--- config.mk ---
export PLATFORM = sky130hd
export DESIGN_NAME = sample_reader
export DESIGN_NICKNAME = d
export VERILOG_FILES = /design/src/rtl/sample_reader.sv
export SDC_FILE = /design/constraint.sdc
export NUM_CORES = 1
export LEC_CHECK = 0
export ABC_AREA = 1
export CORE_ASPECT_RATIO = 1.75
export CORE_MARGIN = 8
export CORE_UTILIZATION = 49
export CTS_CLUSTER_DIAMETER = 100
export CTS_CLUSTER_SIZE = 30
export DETAILED_ROUTE_END_ITERATION = 12
export PLACE_DENSITY = 0.8
export RECOVER_POWER = 100
export SLEW_MARGIN = 0
export SYNTH_ARGS = -nofsm -noshare
export SYNTH_HDL_FRONTEND = slang
export SYNTH_SLANG_ARGS = --single-unit
--- constraint.sdc ---
create_clock -name clk_in -period 3.3 [get_ports clk_in]
set_input_delay 0.33 -clock clk_in [delete_from_list [all_inputs] [get_ports clk_in]]
set_output_delay 0.33 -clock clk_in [all_outputs]
set_load 0.05 [all_outputs]
--- src/rtl/sample_reader.sv ---
// rtl/sample_reader.sv - streams one LWE sample from BRAM with negacyclic negation of the mask
module sample_reader #(
    parameter int H_PARAM      = 1,
    parameter int K_PARAM      = 1,
    parameter int N_PARAM      = 1,
    parameter int ADDR_SIZE    = 32,
    parameter int VALUE_SIZE   = 32,
    parameter int BRAM_LATENCY = 2
) (
    input  logic                                    clk_in,
    input  logic                                    rst_n_in,
    input  logic                                    start_in,
    output logic [ADDR_SIZE-1:0]                    bram_addr_out,
    input  logic [VALUE_SIZE-1:0]                   bram_value_in,
    output logic [VALUE_SIZE-1:0]                   data_out,
    output logic [$clog2(K_PARAM*N_PARAM+1)-1:0]    index_out,
    output logic                                    valid_out,
    input  logic                                    ready_in,
    output logic                                    last_out,
    output logic                                    busy_out,
    output logic                                    done_out
);
    localparam int LAST_J = K_PARAM * N_PARAM;
    localparam int IDX_W  = $clog2(LAST_J + 1);
    localparam int DEPTH  = BRAM_LATENCY + 1;
    localparam int PTR_W  = (DEPTH > 1) ? $clog2(DEPTH) : 1;
    localparam int CNT_W  = $clog2(DEPTH + 1);
    localparam int ENT_W  = 1 + IDX_W + VALUE_SIZE;

    typedef enum logic [1:0] {S_IDLE, S_READ, S_DRAIN, S_DONE} state_t;
    state_t state, state_nx;

    logic [ADDR_SIZE-1:0]    rd_addr;
    logic [BRAM_LATENCY-1:0] iss_pipe;
    logic [CNT_W-1:0]        inflight, count;
    logic [PTR_W-1:0]        wr_ptr, rd_ptr;
    logic [IDX_W-1:0]        ret_j, ret_col;
    logic [ENT_W-1:0]        mem [DEPTH];
    logic                    launch, issue, arrive, pop, room, ret_neg, addr_last;
    logic [VALUE_SIZE-1:0]   ret_data;

    function automatic logic [PTR_W-1:0] ptr_inc(input logic [PTR_W-1:0] p);
        return (p == PTR_W'(DEPTH - 1)) ? '0 : p + 1'b1;
    endfunction

    assign bram_addr_out = rd_addr;
    assign arrive        = iss_pipe[BRAM_LATENCY-1];
    assign valid_out     = (count != '0);
    assign pop           = valid_out & ready_in;
    assign {last_out, index_out, data_out} = valid_out ? mem[rd_ptr] : '0;

    // A slot freed by this cycle's pop can be re-committed immediately, keeping one beat per cycle.
    assign room      = (int'(count) + int'(inflight) - int'(pop)) < DEPTH;
    assign launch    = (state == S_IDLE) && start_in;
    assign addr_last = (rd_addr == ADDR_SIZE'(LAST_J));
    assign issue     = launch || ((state == S_READ) && room);

    assign ret_neg  = (ret_j != IDX_W'(LAST_J)) && (int'(ret_col) > H_PARAM);
    assign ret_data = ret_neg ? (VALUE_SIZE'(0) - bram_value_in) : bram_value_in;

    always_comb begin
        state_nx = state;
        busy_out = 1'b0;
        done_out = 1'b0;
        case (state)
            S_IDLE:  if (start_in) state_nx = S_READ;
            S_READ: begin
                busy_out = 1'b1;
                if (room && addr_last) state_nx = S_DRAIN;
            end
            S_DRAIN: begin
                busy_out = 1'b1;
                if (pop && last_out) state_nx = S_DONE;
            end
            S_DONE: begin
                done_out = 1'b1;
                state_nx = S_IDLE;
            end
            default: state_nx = S_IDLE;
        endcase
    end

    always_ff @(posedge clk_in or negedge rst_n_in) begin
        if (!rst_n_in) begin
            state    <= S_IDLE;
            rd_addr  <= '0;
            iss_pipe <= '0;
            inflight <= '0;
            count    <= '0;
            wr_ptr   <= '0;
            rd_ptr   <= '0;
            ret_j    <= '0;
            ret_col  <= '0;
        end else begin
            state <= state_nx;
            // The start cycle itself issues address 0, so the READ state begins at address 1.
            if (issue)
                rd_addr <= ((state == S_READ) && addr_last) ? '0 : rd_addr + 1'b1;
            iss_pipe <= (iss_pipe << 1) | BRAM_LATENCY'(issue);
            inflight <= inflight + CNT_W'(issue) - CNT_W'(arrive);
            count    <= count + CNT_W'(arrive) - CNT_W'(pop);
            if (arrive) wr_ptr <= ptr_inc(wr_ptr);
            if (pop)    rd_ptr <= ptr_inc(rd_ptr);
            if (launch) begin
                ret_j   <= '0;
                ret_col <= '0;
            end else if (arrive) begin
                ret_j   <= ret_j + 1'b1;
                ret_col <= (ret_col == IDX_W'(N_PARAM - 1)) ? '0 : ret_col + 1'b1;
            end
        end
    end

    always_ff @(posedge clk_in) begin
        if (arrive) mem[wr_ptr] <= {(ret_j == IDX_W'(LAST_J)), ret_j, ret_data};
    end
endmodule

==> results.txt, run 1 <==
- Setup violators final: 0
- Synthesized net count: ~770
- Across the run, the number of max-cap violations was 4.
- For the final routed database, the setup TNS stands at 0 ns.
- Top-level port count: 105
* Run status: finished with violations
* Total wirelength of the detailed-routed design: roughly 16000 um
* Die X-Extent: approximately 110 um
- Buffers inserted during clock tree synthesis total 17.
- Synth-to-layout area growth: 24.91%
- Entering global routing, the biggest net connects 47 pins.
- Via count of the first global-routing pass: 5189
- Share of cells above drive strength 1: 0.08876
* Overall global routing resource usage: 0.1781
* Overflow after GRT: 0
* Worst Tran Pin Value: 2.525 ns
- The worst setup path is launched from a flop.
- In the synthesized netlist, the number of instances is 723.
- Met1 wire length: 5805 um
* Area of the die: 0.01820 sq mm
- The cell area that synthesis handed to floorplanning was 0.006865 sq mm.
- TritonCTS built the clock tree.
- Highest metal used: met4
- Synth Warn #: 0
* Met3 routed wirelength: just over 900 um
* Vias/cell: a little over 5
* Cell variety after synth: 36
* CP arrival: 3.33 ns
- CP cell instances: nor2_1 > clkinv_1 > nand2_1 > inv_1 > ha_1 > inv_1 > ha_1 > fa_1 > nand2_1 > nand2_1 > o21ai_2 > nand2_1 > nand2_1 > inv_1 > ha_1 > inv_1 > ha_1 > xnor2_1 > xor2_1
- Measured in cells, the most critical reg-to-reg path has a length of 19.
* Number of cells on the worst hold path: 0
* Vert. Die Dim: 172.6 um
- The initial utilization of the core area, before any placement, comes to 0.4988.
- For the finished layout, the period the worst path requires is about 3 ns.
- Total power for the finished layout comes to 8.425 mW.
* WS Path Type: reg2reg
- Number of antenna violations at the first check in global routing: 1
- In this run the worst path has a maximum fanout of 4.
- Average routed wire per standard cell: 15.67 um
* Maximum level of the CTS H-tree: 4
- Power Density: between 900 and 1000 mW/mm^2
- The clock arrives with 0.01140 ns of skew.
- TritonCTS Sinks: approximately 140
- Across all layers, the routed design uses 5237 vias.
- Initial DRC count: 176
- Number of buffers inserted by post-CTS setup repair: 0
- After clock tree synthesis, the repair step resized 0 gates.
* Most Frequent Cell on Critical Path: nand2_1
* Seq cells post-synth: 144
* Fraction of registers with async set/reset: 0.3125
- In this run the static leakage power is about 3.6 nW.
* Required time of the critical path: ~3.6 ns
- Headroom to the max-slew limit: -0.6835
- Post-DP HPWL: ~11000 um
- CTS placed an instance of clkbuf_16 at the clock tree root.
* Highest-delay cell along the critical path: fa_1
* Share of the clock period used by the worst path after layout: 0.9086
* Standard cell core area: approximately 0.014 sq mm
- Number of slew-limit violations in the final report: 148
* Primary flip-flop cell chosen by synthesis mapping: edfxtp_1
* Path type of the worst min-delay path: reg2reg
- Critical Path Sink Type: flop
* Sequential share of the synthesized area: 0.5970
- Setup repair after global routing left no endpoint under its margin.
- Standard-cell row count: 57
- The first global-routing pass estimated approximately 26000 um of wire.
- Longest Clk Path Bufs: 2
- Peak Freq: 333.5 MHz
* Number of remaining DRC errors: 0
* Metal2 WL: 8784 um
- Buffers placed on the I/O ports in this run total around 100.
- Detailed Routing Iterations Pass 1: 4
* Total count of hold-check failures in the final report: 0
- Number of enable-type register cells in the synthesized netlist: between 90 and 100
- Post-CTS Hold Fix Bufs: 0
- The final layout contains 883 nets.
* Critical Path Max Stage Delay: around 0.44 ns
* Mean post-synth cell area: 9.496 sq um
* Antenna violation net count after detailed routing: 0
- The congestion estimate from routability-driven global placement came to 0.9738.
- The checks that failed: capacitance limit, slew limit.
* CTS clock-pin slew for the worst setup and hold paths: ~0.060 ns
* Worst IR Drop VDD: 521.0 uV
- Clock Latency Late Sink: 0.41 ns
[cell usage after synthesis (2+ instances only)]
| master | count | area [sq um] |
|---|---|---|
| nand2_1 | 218 | 818.3 |
| nand3_1 | 103 | 515.5 |
| edfxtp_1 | 99 | 2973 |
| inv_1 | 71 | 266.5 |
| nor2_1 | 51 | 191.4 |
| dfrtp_1 | 45 | 1126 |
| ha_1 | 14 | 175.2 |
| o21ai_1 | 13 | 65.06 |
| inv_2 | 11 | 41.29 |
| clkbuf_1 | 10 | 37.54 |
| nor3_1 | 10 | 50.05 |
| xnor2_1 | 10 | 87.58 |
| nor2_4 | 9 | 101.4 |
| o21ai_0 | 8 | 40.04 |
| buf_2 | 6 | 30.03 |
| xor2_1 | 5 | 43.79 |
| buf_1 | 4 | 15.01 |
| nand2_2 | 4 | 25.02 |
| nor3_2 | 4 | 40.04 |
| buf_4 | 3 | 22.52 |
| nand4_1 | 3 | 18.77 |
| a21oi_1 | 2 | 10.01 |
| and2_1 | 2 | 12.51 |
| clkinv_1 | 2 | 7.510 |
| nand3_2 | 2 | 20.02 |
| nor2_2 | 2 | 12.51 |
| o21ai_2 | 2 | 17.52 |
| o21bai_1 | 2 | 15.01 |
[sequential cells by signal, indices dropped and copies added (netlist names)]
register       flops
wr_ptr             2
ret_j              1
mem               99
count              2
iss_pipe           2
bram_addr_out     32
state              2
rd_ptr             2
inflight           2
[final timing paths]
check                           slack [ns]         from                end
max in group asynchronous             1.16     rst_n_in              ret_j
min in group asynchronous             0.70     rst_n_in  bram_addr_out[17]
worst min-delay path                  0.35  iss_pipe[0]        iss_pipe[1]
worst min register to register        0.35  iss_pipe[0]        iss_pipe[1]
worst max-delay path                  0.30     count[0]        inflight[1]
worst max register to register        0.30     count[0]        inflight[1]
[cells in the final DEF, fill, tap and decap left out, types with 2 or more instances in the layout]
cell type          n
nand2_1          218
nand3_1          103
edfxtp_1          99
dlygate4sd3_1     86
inv_1             71
nor2_1            51
dfrtp_1           45
clkbuf_1          21
o21ai_0           20
clkbuf_16         17
ha_1              14
inv_2             11
xnor2_1           10
nor3_1            10
nor2_4             9
inv_6              6
buf_4              6
xor2_1             5
nor3_2             4
nand2_2            4
nand4_1            3
inv_8              3
diode_2            2
clkinv_1           2
o21ai_2            2
nand3_2            2
nor2_2             2
o21bai_1           2
a21oi_1            2
bufinv_16          2
clkinvlp_4         2
clkdlybuf4s50_1    2
[layer usage]
layer	GRT usage	up-vias
met5	0	-
met4	0.09635	0
met3	0.04319	30
met2	0.3218	170
met1	0.1820	2458
li1	-	2579
[layout make-up]
cell class	instances	area, sq um
multi-input cells	471	2335
diodes	2	5.005
flip-flops and latches	144	4099
inverters	84	315.3
clock buffers	18	429.2
fillers	1139	5189
well taps	177	221.5
repair buffers	114	1001
clock inverters	14	170.2
[cell families (layout without fill, tap and decap cells)]
family / after synthesis / count (layout) / share of synthesized area
AO/OA/AOI/OAI: 29 / 29 / 0.02369
other: 0 / 2 / 0
flip-flops: 144 / 144 / 0.5970
AND/OR/NAND/NOR: 411 / 411 / 0.2664
XOR/XNOR: 16 / 16 / 0.02151
buffers and inverters: 108 / 230 / 0.06288
adder cells (fa/ha/maj): 15 / 15 / 0.02843
[where the power goes]
part / total [mW] / internal [mW] / leakage [nW] / switching [mW]
registers: 2.58 / 2.36 / 1.48 / 0.218
clock network: 1.93 / 1.14 / 0.289 / 0.783
logic: 3.92 / 1.02 / 1.87 / 2.90
[critical path, delay by kind of cell (launching register included)]
family / cells / cell delay, ns
compound gates: 1 / 0.12
simple gates: 6 / 0.46
buf+inv: 5 / 0.31
fa+ha+maj: 5 / 1.34
xor+xnor: 2 / 0.32
flops: 1 / 0.37
[metrics by stage]
stage          utilization  setup WS, ns  std cells  instance area [sq um]  hold WS, ns
2_1_floorplan            -       0.03323        723                   6865      0.03441
3_3_place_gp        0.5855       0.09294        990                   8059       0.3334
3_5_place_dp        0.5855       0.06303        990                   8059       0.3365
4_1_cts             0.6290        0.2882       1022                   8658       0.1335
5_1_grt             0.6229       0.01583       1023                   8573       0.3646
6_report            0.6230        0.3018       1024                   8576       0.3547
No activity file was read; power rests on OpenSTA's default activity.
==> inputs of run 2 (changes only) <==
--- a/config.mk
+++ b/config.mk
@@ -6,6 +6,7 @@
 export NUM_CORES = 1
 export LEC_CHECK = 0
 export ABC_AREA = 1
+export CAP_MARGIN = 20
 export CORE_ASPECT_RATIO = 1.75
 export CORE_MARGIN = 8
 export CORE_UTILIZATION = 49
==> run 2 against run 1 <==
  * The run still ends with capacitance limit, slew limit left
  * First-iteration DRC count increased by 16%
  * Total power about the same
  * Utilization grew 0.10 points
  * Combinational power barely moved
  * Fmax is essentially flat
  * Sequential share of layout area is 0.077 points lower
  * Global-route usage did not move
  * Critical path type unchanged
  * Highest routed layer unchanged
==> results.txt, run 2 (same netlist as run 1, synthesis figures left out) <==
* Setup violators final: 0
- In this run the number of H-tree levels came out at 4.
- Commonest cells after routing, fill and taps aside: nand2_1 (218), nand3_1 (103), edfxtp_1 (99)
* Area of the die: 0.01820 sq mm
* Number of slew-limit violations in the final report: 142
- In this run the worst path has a maximum fanout of 4.
- Flip-flop count of the largest register, all copies and words added: 99
- Slack of the worst reg-to-reg path: 0.30 ns
- Total count of hold-check failures in the final report: 0
- In this run the vertical extent of the chip is 172.6 um.
* Final estimated routing congestion in global placement: 0.9738
- The finished cells cover 0.008589 sq mm.
- STA puts the critical path data arrival time at between 3 and 4 ns.
* Number of CTS-inserted buffers: 17
- Post-Place Cell Area: 0.008059 sq mm
- The first routing iteration left 205 violations.
- The library cell used most frequently in the layout, excluding fill and tap cells, is nand2_1.
- Setup repair after global routing left no endpoint under its margin.
* Final Skew: between 0.01 and 0.015 ns
- TritonCTS Sinks: 144
- Post-DP HPWL: 11130 um
- Required time of the critical path: 3.63 ns
- TritonCTS built the clock tree.
- The area growth from synthesis to layout is 25.11%.
* Top-level port count: 105
- Global routing finished with a remaining overflow of 0.
- The floorplan has 57 rows.
* Post-layout minimum cycle time: approximately 3 ns
* Longest Clk Path Bufs: 2
- Dividing the detail-routed via count by the number of cells gives a little over 5.
- Of the total power, the share spent switching nets is 0.4635.
- Power Density: 981.5 mW/mm^2
- Clock tree root buffer cell: clkbuf_16
* Number of antenna violations at the first check in global routing: 1
- For this run, the detailed router's first-pass iteration total came to 5.
* Port bufs: 104
- Reported leakage power: 3.641 nW
* Starting utilization of the core area: 0.4988
* Die X-Extent: ~110 um
- Summed over all nets, the switching power comes to 3.907 mW.
* WS Path Type: reg2reg
- Worst Tran Pin Value: 2.265 ns
- Share of cells above drive strength 1: 0.08855
- Path type of the worst min-delay path: in2async
- For this run, the top clock speed supported by timing is 333.3 MHz.
* Average routed wire per standard cell: around 16 um
* Sequential share of power: 0.306
- Worst IR Drop VDD: 521.9 uV
- Via count of the first global-routing pass: 5189
* Share of the clock period used by the worst path after layout: 0.9092
- Capture point of the worst reg-to-reg path: inflight[1]
* Internal power component: 4.523 mW
- Overall global routing resource usage: 0.1781
- Largest net degree at the start of global routing: 47
- For the final routed database, the setup TNS stands at 0 ns.
* Post-layout utilization of the core: 0.6240
- In the routed design, unresolved DRC markers number 0.
- Total wirelength of the detailed-routed design: roughly 16000 um
- Worst Setup Start Kind: flop
- Number of vias in the routed layout: about 5300
* Critical Path Sink Type: flop
- The flow ran to the end, but the final reports show violations.
- Once the clock tree was built, the resizer swapped 0 gates to a different size.
- Most flop-heavy register: mem
* Launch instance of the worst register-to-register path: count[0]
* Violations in the final reports: capacitance limit, slew limit
* Combinational Power Share: 0.465
* Total power: approximately 8.4 mW
* CTS clock-pin slew for the worst setup and hold paths: around 0.06 ns
- The tool flagged a number of max-cap violations equal to 4.
- Number of nets in the finished design: 885
* Wire length of the first global-routing pass: 25530 um
- The number of cells on the worst reg-to-reg path is 19.
- Clock Latency Late Sink: around 0.41 ns
* Antenna violation net count after detailed routing: 0
- Headroom to the max-slew limit: -0.5100
- The total area inside the core boundary comes to 0.01376 sq mm.
- Clock power frac: 0.229
[run 2: worst max path at each step]
stage               depth (start not counted)                end         from  slack, ns
finish                                     19        inflight[1]     count[0]       0.30
global route                                3  bram_addr_out[18]     rst_n_in       0.02
CTS                                        19        inflight[1]     count[0]       0.29
detailed placement                         18        inflight[1]     ready_in       0.06
global placement                           18        inflight[1]     ready_in       0.09
floorplan                                   2          mem[0][0]  iss_pipe[1]       0.03
[run 2: timing repair]
item | in CTS | in global routing
endpoints found under the setup margin | 0 | 0
hold buffers | 0 | 1
endpoints found under the hold margin | 0 | 6
buffers inserted | 0 | 0
[run 2: area by class of cell]
class	count	area, sq um
Tap cell	177	221.5
Antenna cell	2	5.005
Multi-Input combinational cell	471	2335
Sequential cell	144	4099
Timing Repair Buffer	116	1015
Inverter	84	315.3
Fill cell	1139	5175
Clock buffer	18	429.2
Clock inverter	14	170.2
[run 2: through the flow]
step | setup slack [ns] | hold WS (ns) | std cells
2_1_floorplan | 0.03323 | 0.03441 | 723
3_3_place_gp | 0.09294 | 0.3334 | 990
3_5_place_dp | 0.06303 | 0.3365 | 990
4_1_cts | 0.2882 | 0.1335 | 1022
5_1_grt | 0.01583 | 0.3632 | 1025
6_report | 0.2996 | 0.3444 | 1026
[run 2: layer usage]
metal  vias to the layer above  GRT usage  routed length, um  share of wire
met3                        30    0.04319               1033          0.064
met2                       184     0.3218               8819           0.55
met4                         0    0.09635                502          0.031
met5                         -          0                  0              0
li1                       2581          -                  -              -
met1                      2456     0.1820               5771           0.36
[run 2: power by group through the flow]
| stage | clock network, mW | registers [mW] | logic (mW) |
|---|---|---|---|
| 2_1_floorplan | 0 | 2.77 | 2.81 |
| 3_3_place_gp | 0 | 2.59 | 4.14 |
| 3_5_place_dp | 0 | 2.60 | 4.20 |
| 4_1_cts | 1.95 | 2.57 | 4.22 |
| 5_1_grt | 2.04 | 2.63 | 4.27 |
| 6_report | 1.93 | 2.58 | 3.92 |
[run 2: critical path, cell delays in order, from the launching register on]
cell	delay [ns]
dfrtp_1	0.37
nor2_1	0.11
clkinv_1	0.09
nand2_1	0.08
inv_1	0.07
ha_1	0.27
inv_1	0.05
ha_1	0.20
fa_1	0.44
nand2_1	0.08
nand2_1	0.06
o21ai_2	0.12
nand2_1	0.06
nand2_1	0.08
inv_1	0.06
ha_1	0.26
inv_1	0.04
ha_1	0.17
xnor2_1	0.16
xor2_1	0.16
==> inputs of run 3 (changes only) <==
--- a/config.mk
+++ b/config.mk
@@ -15,6 +15,7 @@
 export DETAILED_ROUTE_END_ITERATION = 12
 export PLACE_DENSITY = 0.8
 export RECOVER_POWER = 100
+export SETUP_SLACK_MARGIN = 0.05
 export SLEW_MARGIN = 0
 export SYNTH_ARGS = -nofsm -noshare
 export SYNTH_HDL_FRONTEND = slang
==> run 3 against run 2 <==
  * The run still ends with capacitance limit, slew limit left
  * Worst hold slack got worse by 0.0028 ns
  * Sequential share of layout area decreased by 0.090 points
  * First-iteration DRC count decreased by 5.4%
  * Worst setup slack got worse by 0.028 ns
  * Flip-flop and latch count stayed put
  * Register-to-register slack lost 0.03 ns
  * Routed wire length up 0.36%
  * Utilization is 0.12 points higher
  * Clock skew is essentially flat
  * Clock-buffer cell count did not move
  * Via count shrank 0.25%
  * Largest cell class unchanged
  * Combinational power rose by 1%
==> results.txt, run 3 (same netlist as run 1, synthesis figures left out) <==
* Number of slew-limit violations in the final report: 142
- Of all nets on the critical path, the largest fanout is 4.
- Average routed wire per standard cell: 15.77 um
- Die X-Extent: 105.5 um
* Via count of the first global-routing pass: 5189
- Compared with the post-synthesis result, the final layout area differs by 25.35%.
* Peak Freq: 330.2 MHz
* Number of antenna violations at the first check in global routing: 1
- Clock tree synthesis found a total of 144 sinks.
- The routed layout has 5238 vias.
- Number of CTS-inserted buffers: 17
- STA puts the critical path data required time at around 3.6 ns.
- Post-DP HPWL: 11130 um
- TritonCTS clock tree: yes
- The number of hold-slack violations in the final timing report came to 0.
* Maximum level of the CTS H-tree: 4
* Standard-cell row count: 57
- For this configuration, the core starts out at a cell density of 0.4988.
- Headroom to the max-slew limit: -0.3083
- For this design the ratio of total power to cell area is 983.6 mW/mm^2.
- Top-level port count: 105
- The later pin in the worst-skew pair is clocked with a latency of 0.41 ns.
- The count of buffers added on input and output ports is around 100.
- RSZ-0062 raised after global routing: no
- Clock tree synthesis selected as its root buffer the cell clkbuf_16.
* Share of the clock period used by the worst path after layout: 0.9178
- Entering global routing, the biggest net connects 47 pins.
* Max-capacitance violation count: 4
* Share of cells above drive strength 1: 0.09091
* Most flop-heavy register: mem
- Final cell count without fillers: 1026
* Total wirelength of the detailed-routed design: 16180 um
- The count of nets left with antenna violations once routing finished came out at 0.
- Worst Slack Setup Final: 0.2713 ns
- The total area inside the core boundary comes to about 0.014 sq mm.
* Number of remaining DRC errors: 0
- Final estimated routing congestion in global placement: 0.9738
- The first global-routing pass estimated 25530 um of wire.
* Number of cells in the design after placement: 990
* Worst Tran Pin Value: about 2.0 ns
- The worst setup path is launched from a flop.
* Place WS: 0.06303 ns
- Setup total negative slack on the finished layout was measured at 0 ns.
* Violations in the final reports: capacitance limit, slew limit
- The critical path in this run is classified as reg2reg.
- Overall global routing resource usage: 0.1781
- Commonest cells after routing, fill and taps aside: nand2_1 (218), nand3_1 (103), edfxtp_1 (99)
- The die is 172.6 um tall.
* Area of the die: 0.01820 sq mm
* Overflow after GRT: 0
- After detailed routing, the number of vias per cell comes to 5.105.
* Number of nets in the finished design: 885
- Once the clock tree was built, the setup fixing pass inserted 0 buffers.
* CTS clock-pin slew for the worst setup and hold paths: 0.06 ns
- Run status: finished with violations
* Initial DRC count: 194
- Longest Clk Path Bufs: 2
* Reported leakage power: 3.658 nW
* Setup violators final: 0
- Critical Path Sink Type: flop
- Final Skew: between 0.01 and 0.015 ns
* Slack of the worst reg-to-reg path: 0.27 ns
- Flip-flop count of the largest register, all copies and words added: a little under 100
- Post-layout minimum cycle time: 3.029 ns
- Data arrives at the worst endpoint at 3.32 ns.
- Detailed Routing Iterations Pass 1: 5
- VDD sags by at most 512.0 uV.
* Most common cell after layout, fill and taps aside: nand2_1
* Path type of the worst min-delay path: in2async
run 3: path summary, 6_finish.rpt:
kind / from / endpoint / depth (start not counted)
setup / recovery: count[0] / inflight[1] / 19
hold / removal: rst_n_in / bram_addr_out[17] / 2
setup reg to reg: count[0] / inflight[1] / 19
hold reg to reg: iss_pipe[0] / iss_pipe[1] / 0
max in group asynchronous: rst_n_in / ret_j / 3
min in group clk_in: iss_pipe[0] / iss_pipe[1] / 0
run 3: critical path, stage by stage, from the launching register on:
cell and delay, ns:
dfrtp_1 0.37, nor2_1 0.13, inv_2 0.05, nand2_1 0.06, inv_1 0.07, ha_1 0.27, inv_1 0.09, ha_1 0.20
fa_1 0.43, nand2_1 0.08, nand2_1 0.06, o21ai_2 0.12, nand2_1 0.06, nand2_1 0.08, inv_1 0.06, ha_1 0.26
inv_1 0.04, ha_1 0.20, xnor2_2 0.14, xor2_1 0.14
run 3: power by group:
part           total [mW]  switching (mW)  internal (mW)
Clock                1.93           0.784           1.14
Combinational        3.96            2.92           1.03
Sequential           2.58           0.219           2.36
Total                8.47            3.93           4.54
run 3: layout make-up:
class / instances / area [sq um]
flip-flops and latches: 144 / 4099
well taps: 177 / 221.5
clock buffers: 18 / 429.2
diodes: 2 / 5.005
fillers: 1137 / 5159
inverters: 84 / 315.3
repair buffers: 116 / 1023
clock inverters: 14 / 170.2
multi-input cells: 471 / 2342
run 3: through the flow:
step	instance area (sq um)	hold WS, ns	power, mW	util
after floorplan	6865	0.03441	5.579	-
after global placement	8059	0.3334	6.734	0.5855
after detailed placement	8059	0.3365	6.809	0.5855
after CTS	8658	0.1335	8.748	0.6290
after global routing	8603	0.3607	8.961	0.6250
final	8606	0.3416	8.465	0.6252
run 3: routing by layer:
layer | track usage | wire length, um | share of wire | vias to the layer above
met1 | 0.1820 | 5875 | 0.36 | 2458
met5 | 0 | 0 | 0 | -
met3 | 0.04319 | 911 | 0.056 | 31
met4 | 0.09635 | 545 | 0.034 | 0
li1 | - | - | - | 2580
met2 | 0.3218 | 8851 | 0.55 | 169
run 3: timing repair:
item,4_1_cts,5_1_grt
hold buffers,0,1
gates resized for setup,0,3
endpoints found under the setup margin,0,1
endpoints found under the hold margin,0,6
